### src/rtl/fetch_stage.sv
// LC-3b pipeline fetch stage: PC, imem read handshake, one-entry skid buffer and IF/ID register.
// Define IFETCH_ALIGN_CHECK_EN to fault on odd redirect targets instead of silently aligning them.
module fetch_stage #(
    parameter logic [15:0] RESET_PC = 16'h0000
) (
    input  logic        clk,
    input  logic        rst,
    input  logic        stall_in,
    input  logic        redirect,
    input  logic [15:0] redirect_pc,
    output logic        imem_read,
    output logic [15:0] imem_address,
    input  logic [15:0] imem_rdata,
    input  logic        imem_resp,
    output logic        if_valid,
    output logic [15:0] if_pc,
    output logic [15:0] if_pc_plus2,
    output logic [15:0] if_ir,
    output logic [3:0]  opcode,
    output logic        imm_check,
    output logic        jsr_check,
    output logic        rshf_check,
    output logic        if_fault
);

    typedef enum logic [1:0] {
        S_FETCH,
        S_PEND,
        S_DRAIN
    } state_t;

    state_t      state_q, state_d;
    logic [15:0] pc_q, pc_d;
    logic [15:0] drain_addr_q, drain_addr_d;
    logic        if_valid_q, if_valid_d;
    logic [15:0] if_pc_q, if_pc_d;
    logic [15:0] if_ir_q, if_ir_d;
    logic        skid_valid_q, skid_valid_d;
    logic [15:0] skid_pc_q, skid_pc_d;
    logic [15:0] skid_ir_q, skid_ir_d;
    logic        fault_q;
    logic [15:0] redirect_tgt;
    logic        read_req;

`ifdef IFETCH_ALIGN_CHECK_EN
    logic fault_d;

    assign redirect_tgt = redirect_pc;

    always_comb begin
        fault_d = fault_q;
        if (redirect) begin
            fault_d = redirect_pc[0];
        end
    end

    always_ff @(posedge clk) begin
        if (rst) begin
            fault_q <= 1'b0;
        end else begin
            fault_q <= fault_d;
        end
    end
`else
    assign redirect_tgt = redirect_pc & 16'hFFFE;
    assign fault_q      = 1'b0;
`endif

    always_comb begin
        state_d      = state_q;
        pc_d         = pc_q;
        drain_addr_d = drain_addr_q;
        if_valid_d   = if_valid_q;
        if_pc_d      = if_pc_q;
        if_ir_d      = if_ir_q;
        skid_valid_d = skid_valid_q;
        skid_pc_d    = skid_pc_q;
        skid_ir_d    = skid_ir_q;
        read_req     = 1'b0;
        imem_address = pc_q;

        // DRAIN keeps presenting the abandoned address: a request may not be withdrawn.
        unique case (state_q)
            S_FETCH: read_req = !fault_q;
            S_PEND:  read_req = 1'b0;
            S_DRAIN: begin
                read_req     = 1'b1;
                imem_address = drain_addr_q;
            end
            default: read_req = 1'b0;
        endcase

        if (redirect) begin
            pc_d         = redirect_tgt;
            if_valid_d   = 1'b0;
            skid_valid_d = 1'b0;
            if (read_req && !imem_resp) begin
                state_d = S_DRAIN;
                if (state_q == S_FETCH) begin
                    drain_addr_d = pc_q;
                end
            end else begin
                state_d = S_FETCH;
            end
        end else begin
            unique case (state_q)
                S_FETCH: begin
                    if (read_req && imem_resp) begin
                        pc_d = pc_q + 16'd2;
                        if (stall_in) begin
                            skid_valid_d = 1'b1;
                            skid_pc_d    = pc_q;
                            skid_ir_d    = imem_rdata;
                            state_d      = S_PEND;
                        end else begin
                            if_valid_d = 1'b1;
                            if_pc_d    = pc_q;
                            if_ir_d    = imem_rdata;
                        end
                    end else if (!stall_in) begin
                        if_valid_d = 1'b0;
                    end
                end
                S_PEND: begin
                    if (!stall_in) begin
                        if_valid_d   = skid_valid_q;
                        if_pc_d      = skid_pc_q;
                        if_ir_d      = skid_ir_q;
                        skid_valid_d = 1'b0;
                        state_d      = S_FETCH;
                    end
                end
                S_DRAIN: begin
                    if (imem_resp) begin
                        state_d = S_FETCH;
                    end
                    if (!stall_in) begin
                        if_valid_d = 1'b0;
                    end
                end
                default: state_d = S_FETCH;
            endcase
        end
    end

    always_ff @(posedge clk) begin
        if (rst) begin
            state_q      <= S_FETCH;
            pc_q         <= RESET_PC;
            drain_addr_q <= '0;
            if_valid_q   <= 1'b0;
            if_pc_q      <= '0;
            if_ir_q      <= '0;
            skid_valid_q <= 1'b0;
            skid_pc_q    <= '0;
            skid_ir_q    <= '0;
        end else begin
            state_q      <= state_d;
            pc_q         <= pc_d;
            drain_addr_q <= drain_addr_d;
            if_valid_q   <= if_valid_d;
            if_pc_q      <= if_pc_d;
            if_ir_q      <= if_ir_d;
            skid_valid_q <= skid_valid_d;
            skid_pc_q    <= skid_pc_d;
            skid_ir_q    <= skid_ir_d;
        end
    end

    assign imem_read   = read_req;
    assign if_valid    = if_valid_q;
    assign if_pc       = if_pc_q;
    assign if_pc_plus2 = if_pc_q + 16'd2;
    assign if_ir       = if_ir_q;
    assign opcode      = if_ir_q[15:12];
    assign imm_check   = if_ir_q[5];
    assign jsr_check   = if_ir_q[11];
    assign rshf_check  = if_ir_q[4];
    assign if_fault    = fault_q;

endmodule
### config.mk
export PLATFORM = sky130hd
export DESIGN_NAME = fetch_stage
export DESIGN_NICKNAME = d
export VERILOG_FILES = /design/src/rtl/fetch_stage.sv
export SDC_FILE = /design/constraint.sdc
export NUM_CORES = 1
export LEC_CHECK = 0
export CORE_UTILIZATION = 50
export CTS_CLUSTER_SIZE = 16
export DETAILED_ROUTE_END_ITERATION = 8
export PLACE_DENSITY = 0.8
export SETUP_SLACK_MARGIN = 0.4
export SYNTH_ARGS = -nofsm -noshare
export SYNTH_HDL_FRONTEND = slang
export SYNTH_SLANG_ARGS = --single-unit
### constraint.sdc
create_clock -name clk -period 2 [get_ports clk]
set_input_delay 0.2 -clock clk [delete_from_list [all_inputs] [get_ports clk]]
set_output_delay 0.2 -clock clk [all_outputs]
set_load 0.1 [all_outputs]
==> summary.md, run 1 <==
| Metric | Value |
|---|---|
| RSZ-0062 raised after global routing | yes |
| DIE HEIGHT | between 90 and 100 microns |
| NetSw | roughly 2200 uW |
| Critical-path top delay cell | or3_4 |
| Fin crit period | approximately 2.2 ns |
| Max Clk Rate | 455.8 MHz |
| Worst setup margin | -0.1940 ns |
| Antenna-violating nets left | 0 |
| CP Launch Type | flip-flop |
| Fin crit share | 109.7% |
| First-pass GRT wire length | approximately 24 mm |
| Vias/cell | approximately 6.4 |
| Internal cell power | approximately 3300 uW |
| Die Wd | approximately 99 microns |
| # nets final | 747 |
| Pwr/cell area | between 600 and 700 nW/um^2 |
| Root buffer cell | clkbuf_8 |
| Reg power frac | roughly 39% |
| CTS max path bufs | 2 |
| Final setup violation count | 7 |
| Synth top area share | approximately 40% |
| WL/cell | 24.94 microns |
| Cell taking the most area after synthesis | dfxtp_1 |
| Clk_skew | approximately 0.015 ns |
| Pre-CTS WS | 0.08117 ns |
| Residual DRC count | 0 |
| Io pins | 111 |
| Antenna Diode Count | 0 |
| Syn avg cell area | around 8.3 sq um |
| Worst setup path category | flip-flop to output pin |
| Core ar. | just over 9000 sq um |
| Failing checks | setup timing |
| Synth cell types | 37 |
| Gr usage total | a little under a third |
| Leakage | between 0.003 and 0.004 uW |
| Total gr overflow | 0 |
| Initial core utilization | between 50% and 60% |
| Cts hold-fix bufs | 0 |
| Pre-antenna DRT Iters | 5 |
| Port-buffer cells | about 110 |
| TritonCTS Sinks | 96 |
| Switching Fraction | 39.77% |
| Max Cap Violations | 0 |
| Synth area leaders | dfxtp_1, nand2_1, mux2i_1 |
| Most common flop cell mapped by yosys | dfxtp_1 |
| Status | finished, violations left |
| Dpl hpwl | 8.144 mm |
| Max_slew headroom | 64.90% |
| Cell area after synthesis | around 4700 sq um |
| Post-synth top cells | nand2_1, dfxtp_1, a21oi_1, nor2_1, mux2i_1 |
| Seq cells post-synth | 96 |
| Slew Viols, Final | 0 |
| Most frequent cell after synthesis | nand2_1 |
| Number of buffers created by CTS | 9 |
| Clock power frac | 23.8% |
| Cells after Synth | around 570 |
| Data required, critical path | between 1.5 and 2 ns |
| Hold_ws | 0.2934 ns |
| Slew at the pin with the worst max-slew slack | about 0.53 ns |
| Iter 0 DRT Violations | 488 |
| Yosys warning count | 0 |
| Worst Setup End Kind | output pin |
| Critical-path cell list | nand2_1 -> or3_4 -> nor3_4 -> xor2_4 -> buf_12 |
| Area after DPL | about 6400 sq um |
| Largest net degree at the start of global routing | 64 |
| Logic pwr share | a little under two fifths |
| Final core utilization | 89.81% |
| Post-synth EDFFs | 0 |
| Initial antenna violation count | 0 |
| CTS tree | done |
| Via Count | 5,250 |
| Final Hold Vio Count | 0 |
| Final Power | about 5400 uW |
| Maximum VDD drop | about 0.00044 V |
| Finished Cell Area | between 8000 and 9000 sq um |
| WP data arrival | a little under 2 ns |
| Routed WL | 20.48 mm |
| Vias in the first global route | 4,785 |
| # fillers | around 300 |
| Fraction of layout cells with a size suffix above 1 | between 50% and 60% |
| CTS HTree Levels | 3 |
| Sequential share of the synthesized area | between 40 and 50% |
| Hold WC Path Type | input pin to flip-flop |
| CP peak stage delay | 0.42 ns |
| Die area | 9858 sq um |
| GP Congestion | ~0.85 |
| Rows | 35 |
| Async S/R FF share, synth | 0% |
| CP Max Fanout | 6 |
| Worst-skew pair later-pin latency | about 0.37 ns |
| Clock-pin transition on the worst setup and hold timing paths | 0.10 ns |
| Synth-to-Final Area Change | 74.54% |
flip-flops by register name, summed over array words and instances (netlist names):
| signal | count |
|---|---|
| drain_addr_q | 15 |
| if_ir | 16 |
| if_pc | 15 |
| if_valid | 1 |
| pc_q | 15 |
| skid_ir_q | 16 |
| skid_pc_q | 15 |
| skid_valid_q | 1 |
| state_q | 2 |
placed cells by master, fill, tap and decap left out, types with 3 or more instances in the layout:
cell type	instances
a211oi_2	29
a211oi_4	3
a21o_1	3
a21oi_1	30
a21oi_2	31
buf_12	44
buf_16	9
buf_4	72
buf_6	21
clkbuf_16	4
clkbuf_8	9
clkdlybuf4s50_1	34
clkinv_2	3
conb_1	4
dfxtp_1	78
dfxtp_2	6
dfxtp_4	12
ha_4	4
inv_1	12
inv_4	4
mux2_4	16
mux2i_1	35
nand2_1	71
nand2_2	8
nand2_4	27
nand3_1	5
nand3_4	3
nand4_1	9
nor2_1	32
nor2_2	3
nor2_4	7
nor3_1	3
nor4_4	4
o21a_1	10
o21ai_0	3
or3_1	3
xnor2_1	3
xnor2_4	5
xor2_1	8
xor2_4	7
final cells by class:
type | count | area [sq um] | area share (%)
clock buffer | 10 | 148.9 | 1.803
clock inverter | 6 | 38.79 | 0.4696
inverter | 15 | 63.81 | 0.7726
multi-input combinational | 396 | 3506 | 42.45
sequential | 96 | 1974 | 23.91
tap | 111 | 138.9 | 1.682
timing repair buffer | 187 | 2389 | 28.92
metal layers:
metal	track usage, %	share of wire [%]
met4	16.29	6.8
met3	5.762	7.5
met5	0	0
met2	54.75	51
met1	36.82	35
final timing paths:
path,endpoint,cells after the start,slack (ns),from
setup / recovery,if_pc_plus2[14],5,-0.19,if_pc[8]
hold / removal,skid_ir_q[14],2,0.29,rst
setup reg to reg,if_pc[14],7,0.06,state_q[0]
hold reg to reg,drain_addr_q[7],2,0.46,drain_addr_q[7]
per-stage QoR:
step	std cells	TNS [ns]
detailed placement	744	0
global route	821	-1.229
CTS	798	-0.2907
finish	821	-0.8443
floorplan	570	-1.486
global placement	744	0
cells by family (layout without fill, tap and decap cells):
family                     Yosys count  after routing  share of synthesized area [%]
DFF                                 96             96                          40.61
buffers and inverters               78            218                          7.853
and+or+nand+nor                    197            197                          18.22
AOI/OAI and AO/OA                  113            113                          15.86
muxes                               52             52                          11.42
xor gates and xnor gates            25             25                          4.627
adders and majority gates            5              5                          1.322
other                                1              4                        0.07925
power groups by stage:
stage               clock, uW  sequential (uW)  combinational, uW
finish                   1290             2110               2040
global route             1360             2110               2080
CTS                      1240             2080               1790
detailed placement          0             2130               1570
global placement            0             2130               1550
floorplan                   0             2360                895
repair_timing:
| item | CTS | global route |
|---|---|---|
| endpoints found under the setup margin | 117 | 101 |
| gates cloned | 9 | 4 |
| pin swaps | 24 | 34 |
| gates resized for setup | 80 | 138 |
| setup buffers | 29 | 19 |
worst max-delay path, delay by kind of cell (launching register included):
kind                   cells  cell delay (ns)
AND/OR/NAND/NOR            3             0.83
flip-flops                 1             0.40
buffers and inverters      1             0.19
XOR/XNOR                   1             0.21
Power figures use the tool's default switching activity.
==> inputs of run 2 (changes only) <==
Settings changed: CORE_UTILIZATION 50 to 45, PLACE_DENSITY 0.8 to 0.76.
Clock period 2 ns to 1.8 ns, I/O delays scaled along.
==> summary.md, run 2 (synthesis results as in run 1) <==
| Metric | Value |
|---|---|
| R2R cell count | 13 (+6) |
| Dpl hpwl | 8.591 mm (+5.5%) |
| Status | finished, violations left |
| Clock-pin transition on the worst setup and hold timing paths | 0.09 ns (about the same) |
| # fillers | 437 (+45%) |
| Antenna Diode Count | 0 (unchanged) |
| Largest net degree at the start of global routing | 38 (-41%) |
| Fin crit period | about 2.1 ns |
| Gr usage total | 29.92% (-1.5 points) |
| Setup_tns | -9.517 ns (-8.673 ns) |
| WL/cell | 22.88 microns (-8.3%) |
| Synth-to-Final Area Change | 87.94% |
| GP Congestion | 0.8213 (-3.0%) |
| CP Max Fanout | 4 (-2) |
| Number of buffers created by CTS | 9 (unchanged) |
| Hold Path Depth | 2 (unchanged) |
| CTS tree | done |
| Worst Setup End Kind | output pin |
| WP data arrival | 1.91 ns (-0.08 ns) |
| Fin crit share | 116.4% |
| CP Launch Type | flip-flop |
| Vias/cell | 6.011 (-6.0%) |
| Initial antenna violation count | 0 (unchanged) |
| TritonCTS Sinks | 96 (unchanged) |
| Routed WL | 19.95 mm (-2.6%) |
| Rows | 37 (+5.7%) |
| Pre-antenna DRT Iters | 4 (-1) |
| Total gr overflow | 0 (unchanged) |
| # nets final | 775 (+3.7%) |
| Vias in the first global route | 4,978 (+4.0%) |
| First-pass GRT wire length | 25.56 mm (+5.7%) |
| Via Count | 5,242 (-0.15%) |
| Slew Viols, Final | 0 (unchanged) |
| Most frequent cells in the layout | buf_4, dfxtp_1, nand2_1, buf_12, a21oi_2 |
| Port-buffer cells | 105 (unchanged) |
| Die Wd | 104.5 microns (+5.3%) |
| DIE HEIGHT | 104.5 microns (+5.3%) |
| Io pins | 111 (unchanged) |
| Core ar. | 10,280 sq um (+12%) |
| Iter 0 DRT Violations | 352 (-28%) |
| Initial core utilization | 46.04% (-5.4 points) |
| Clk_skew | 0.009496 ns (-0.005694 ns) |
| Final Hold Vio Count | 0 (unchanged) |
| Most common cell after layout, fill and taps aside | buf_4 |
| Final Power | 6014 uW (+11%) |
| RSZ-0062 raised after global routing | yes |
| Root buffer cell | clkbuf_8 |
| CTS max path bufs | 2 (unchanged) |
| Fraction of layout cells with a size suffix above 1 | 59.51% (+9.2 points) |
| Worst-skew pair later-pin latency | 0.38 ns (about the same) |
| Die area | 10,930 sq um (+11%) |
| Data required, critical path | 1.62 ns (-0.18 ns) |
| CTS HTree Levels | 3 (unchanged) |
| Hold WC Path Type | input pin to flip-flop |
| Worst setup path category | flip-flop to output pin |
| Maximum VDD drop | 0.0008528 V (+95%) |
| Failing checks | setup timing |
| Leakage | 0.003644 uW (+8.8%) |
| Worst setup margin | -0.2947 ns (-0.1007 ns) |
| Max Cap Violations | 0 (unchanged) |
| Final setup violation count | 82 (+75) |
| Pwr/cell area | 676.2 nW/um^2 (+2.8%) |
| Residual DRC count | 0 (unchanged) |
| Antenna-violating nets left | 0 (unchanged) |
| Max Clk Rate | ~480 MHz |
| Cts hold-fix bufs | 0 (unchanged) |
## run 2: repair_timing
action	in CTS	in global routing
gates resized for setup	168	114
pin swaps	57	78
hold endpoints to repair	0	0
cloned	10	0
endpoints found under the setup margin	123	128
buffers inserted	29	25
## run 2: critical path, stage by stage (launching register included)
cell	delay (ns)
dfxtp_4	0.35
nand2_1	0.12
or3_4	0.46
nor2_2	0.23
xor2_4	0.19
buf_12	0.19
## run 2: final timing paths
| path | from | end | slack [ns] |
|---|---|---|---|
| worst max-delay path | if_pc[9] | if_pc_plus2[15] | -0.29 |
| worst max register to register | state_q[0] | if_pc[10] | -0.24 |
| worst min register to register | drain_addr_q[15] | drain_addr_q[15] | 0.47 |
| worst min-delay path | rst | skid_ir_q[13] | 0.18 |
## run 2: area by class of cell
type / instances / area (sq um) / share of cell area (%)
tap: 136 / 170.2 / 1.913
sequential: 96 / 1986 / 22.33
clock inverter: 2 / 10.01 / 0.1125
inverter: 15 / 58.81 / 0.6612
timing repair buffer: 214 / 2688 / 30.22
multi-input combinational: 397 / 3846 / 43.25
clock buffer: 12 / 135.1 / 1.519
## run 2: per-stage QoR
step                      setup slack (ns)  cell area [sq um]  util [%]  hold slack (ns)  std cells
after floorplan                    -0.4581               5400         -           0.3160        570
after global placement           -0.007926               6948     67.60           0.4408        794
after detailed placement          -0.06250               6948     67.60           0.4468        794
after CTS                          -0.2346               8220     79.99           0.1795        847
after global routing               -0.3385               8894     86.54           0.1851        872
final                              -0.2947               8894     86.54           0.1818        872
## run 2: where the power goes
part / switching [uW] / internal, uW / total (uW) / leakage (uW)
sequential: 129 / 2210 / 2340 / 0.000797
clock: 764 / 486 / 1250 / 0.0000761
combinational: 1490 / 931 / 2420 / 0.00277
## run 2: layer usage
metal / vias up / routed length (microns) / GRT usage (%) / share of wire (%)
met3: 110 / 1447 / 5.365 / 7.3
met4: 0 / 1250 / 16.63 / 6.3
met2: 329 / 10090 / 51.56 / 51
li1: 2250 / - / - / -
met1: 2553 / 7161 / 35.01 / 36
met5: - / 0 / 0 / 0
==> inputs of run 3 (changes only) <==
Settings changed: CORE_MARGIN set to 5, CORE_UTILIZATION 45 to 23, PLACE_DENSITY 0.76 to unset.
==> summary.md, run 3 (synthesis results as in run 1) <==
| Metric | Value |
|---|---|
| Antenna Diode Count | 0 (unchanged) |
| Port-buffer cells | 105 (unchanged) |
| Max Clk Rate | 504.3 MHz (+5.6%) |
| Rows | 52 (+41%) |
| Final core utilization | 45.43% (-41 points) |
| Root buffer cell | clkbuf_16 |
| Io pins | 111 (unchanged) |
| Setup_tns | -1.122 ns (+8.396 ns) |
| Hold WC Path Type | input pin to flip-flop |
| Most common cell after layout, fill and taps aside | buf_4 |
| Fin crit period | 1.983 ns (-0.1117 ns) |
| CTS tree | done |
| Gr usage total | 13.35% (-17 points) |
| Worst setup path category | flip-flop to output pin |
| WL/cell | 16.52 microns (-28%) |
| Core ar. | 20,230 sq um (+97%) |
| Synth-to-Final Area Change | 94.26% |
| CP Max Fanout | 4 (unchanged) |
| CP Launch Type | flip-flop |
| Worst-skew pair later-pin latency | 0.35 ns (-0.03 ns) |
| Iter 0 DRT Violations | 111 (-68%) |
| Fin crit share | 110.2% (-6.2 points) |
| Failing checks | setup timing |
| Die Wd | 153.4 microns (+47%) |
| Total gr overflow | 0 (unchanged) |
| Dpl hpwl | 9.915 mm (+15%) |
| CTS max path bufs | 2 (unchanged) |
| Number of buffers created by CTS | 9 (unchanged) |
| Crit path max-delay family | simple AND/OR/NAND/NOR gates |
| Most frequent cells in the layout | buf_4, dfxtp_1, buf_12, nand2_1, a21oi_2 |
| # fillers | 1,827 (+320%) |
| Leakage | 0.003708 uW (+1.8%) |
| Maximum VDD drop | 0.0004549 V (-47%) |
| Max Cap Violations | 0 (unchanged) |
| First-pass GRT wire length | 25.50 mm (-0.24%) |
| Critical-path cell list | nand4_1 -> or3_4 -> nor3_4 -> xor2_4 -> buf_12 |
| Slew Viols, Final | 0 (unchanged) |
| Initial antenna violation count | 0 (unchanged) |
| Pwr/cell area | 737.9 nW/um^2 (+9.1%) |
| Critical-path top delay cell | or3_4 |
| Residual DRC count | 0 (unchanged) |
| TritonCTS Sinks | 96 (unchanged) |
| CP bufs+invs | 1 (unchanged) |
| GP Congestion | 0.7775 (-5.3%) |
| Via Count | 4,603 (-12%) |
| DIE HEIGHT | 153.4 microns (+47%) |
| CP peak stage delay | 0.41 ns (-0.05 ns) |
| RSZ-0062 raised after global routing | yes |
| Final setup violation count | 20 (-76%) |
| Die area | 23,540 sq um (+120%) |
| Largest net degree at the start of global routing | 32 (-16%) |
| Vias in the first global route | 4,616 (-7.3%) |
| # nets final | 772 (-0.39%) |
| Status | finished, violations left |
| Data required, critical path | 1.62 ns (about the same) |
| WP data arrival | 1.80 ns (-0.11 ns) |
| Final Hold Vio Count | 0 (unchanged) |
| Pre-CTS WS | -0.07756 ns (-0.01505 ns) |
| Initial core utilization | 23.39% (-23 points) |
| Routed WL | 16.60 mm (-17%) |
| Clock-pin transition on the worst setup and hold timing paths | 0.07 ns (-0.02 ns) |
| Antenna-violating nets left | 0 (unchanged) |
| Vias/cell | 4.580 (-24%) |
| Fraction of layout cells with a size suffix above 1 | 60.82% (+1.3 points) |
| Worst Setup End Kind | output pin |
| CTS HTree Levels | 3 (unchanged) |
| Clk_skew | 0.006604 ns (-0.002892 ns) |
| Worst setup margin | -0.1830 ns (+0.1117 ns) |
| Pre-antenna DRT Iters | 4 (unchanged) |
==> run 3: changes by cell type in the layout (fill, tap and decap cells not counted), moves of 6 or more <==
cell       delta
clkbuf_16    +10
clkbuf_8      -8
nand2_2      +13
nand2_4       -8
nor2_4        +6
==> run 3: layer usage <==
layer / GRT usage [%] / vias up / share of wire, % / routed length [microns]
met2: 22.24 / 80 / 50 / 8223
met4: 3.490 / 0 / 1.4 / 235
met5: 0 / - / 0 / 0
met1: 17.66 / 2249 / 46 / 7553
met3: 2.771 / 16 / 3.5 / 587
li1: - / 2258 / - / -
==> run 3: final cells by class <==
cell class                      instances  area [sq um]  area share (%)
Tap cell                              270         337.8           3.675
Multi-Input combinational cell        397          3849           41.87
Clock inverter                          5         78.83          0.8575
Sequential cell                        96          1982           21.56
Timing Repair Buffer                  211          2641           28.73
Inverter                               15         61.31          0.6669
Clock buffer                           11         242.7           2.641
==> run 3: path summary, 6_finish.rpt <==
path | slack, ns | from | cells past startpoint | to
hold reg to reg | 0.46 | skid_ir_q[10] | 2 | skid_ir_q[10]
setup reg to reg | 0.01 | state_q[0] | 10 | if_ir[3]
setup / recovery | -0.18 | if_pc[5] | 5 | if_pc_plus2[14]
hold / removal | 0.22 | rst | 2 | drain_addr_q[14]
==> run 3: through the flow <==
| step | std cells | instance area, sq um | hold slack (ns) | total power [uW] |
|---|---|---|---|---|
| final | 1005 | 9193 | 0.2155 | 6783 |
| after global routing | 1005 | 9193 | 0.2191 | 7022 |
| after CTS | 992 | 8756 | 0.1813 | 6716 |
| after detailed placement | 934 | 7161 | 0.4465 | 4281 |
| after global placement | 934 | 7161 | 0.4407 | 4272 |
| after floorplan | 570 | 5400 | 0.3160 | 3683 |
==> run 3: repair_timing <==
action,4_1_cts,5_1_grt
pin swaps,84,60
resized for setup,188,82
gates cloned,8,2
hold buffers,0,0
endpoints found under the setup margin,125,126
setup buffers,34,11
==> run 3: report_power, final <==
| group | internal, uW | total [uW] | leakage, uW | switching, uW |
|---|---|---|---|---|
| Clock | 1260 | 2100 | 0.000156 | 845 |
| Combinational | 924 | 2360 | 0.00276 | 1430 |
| Sequential | 2220 | 2330 | 0.000797 | 111 |
| Total | 4400 | 6780 | 0.00371 | 2390 |
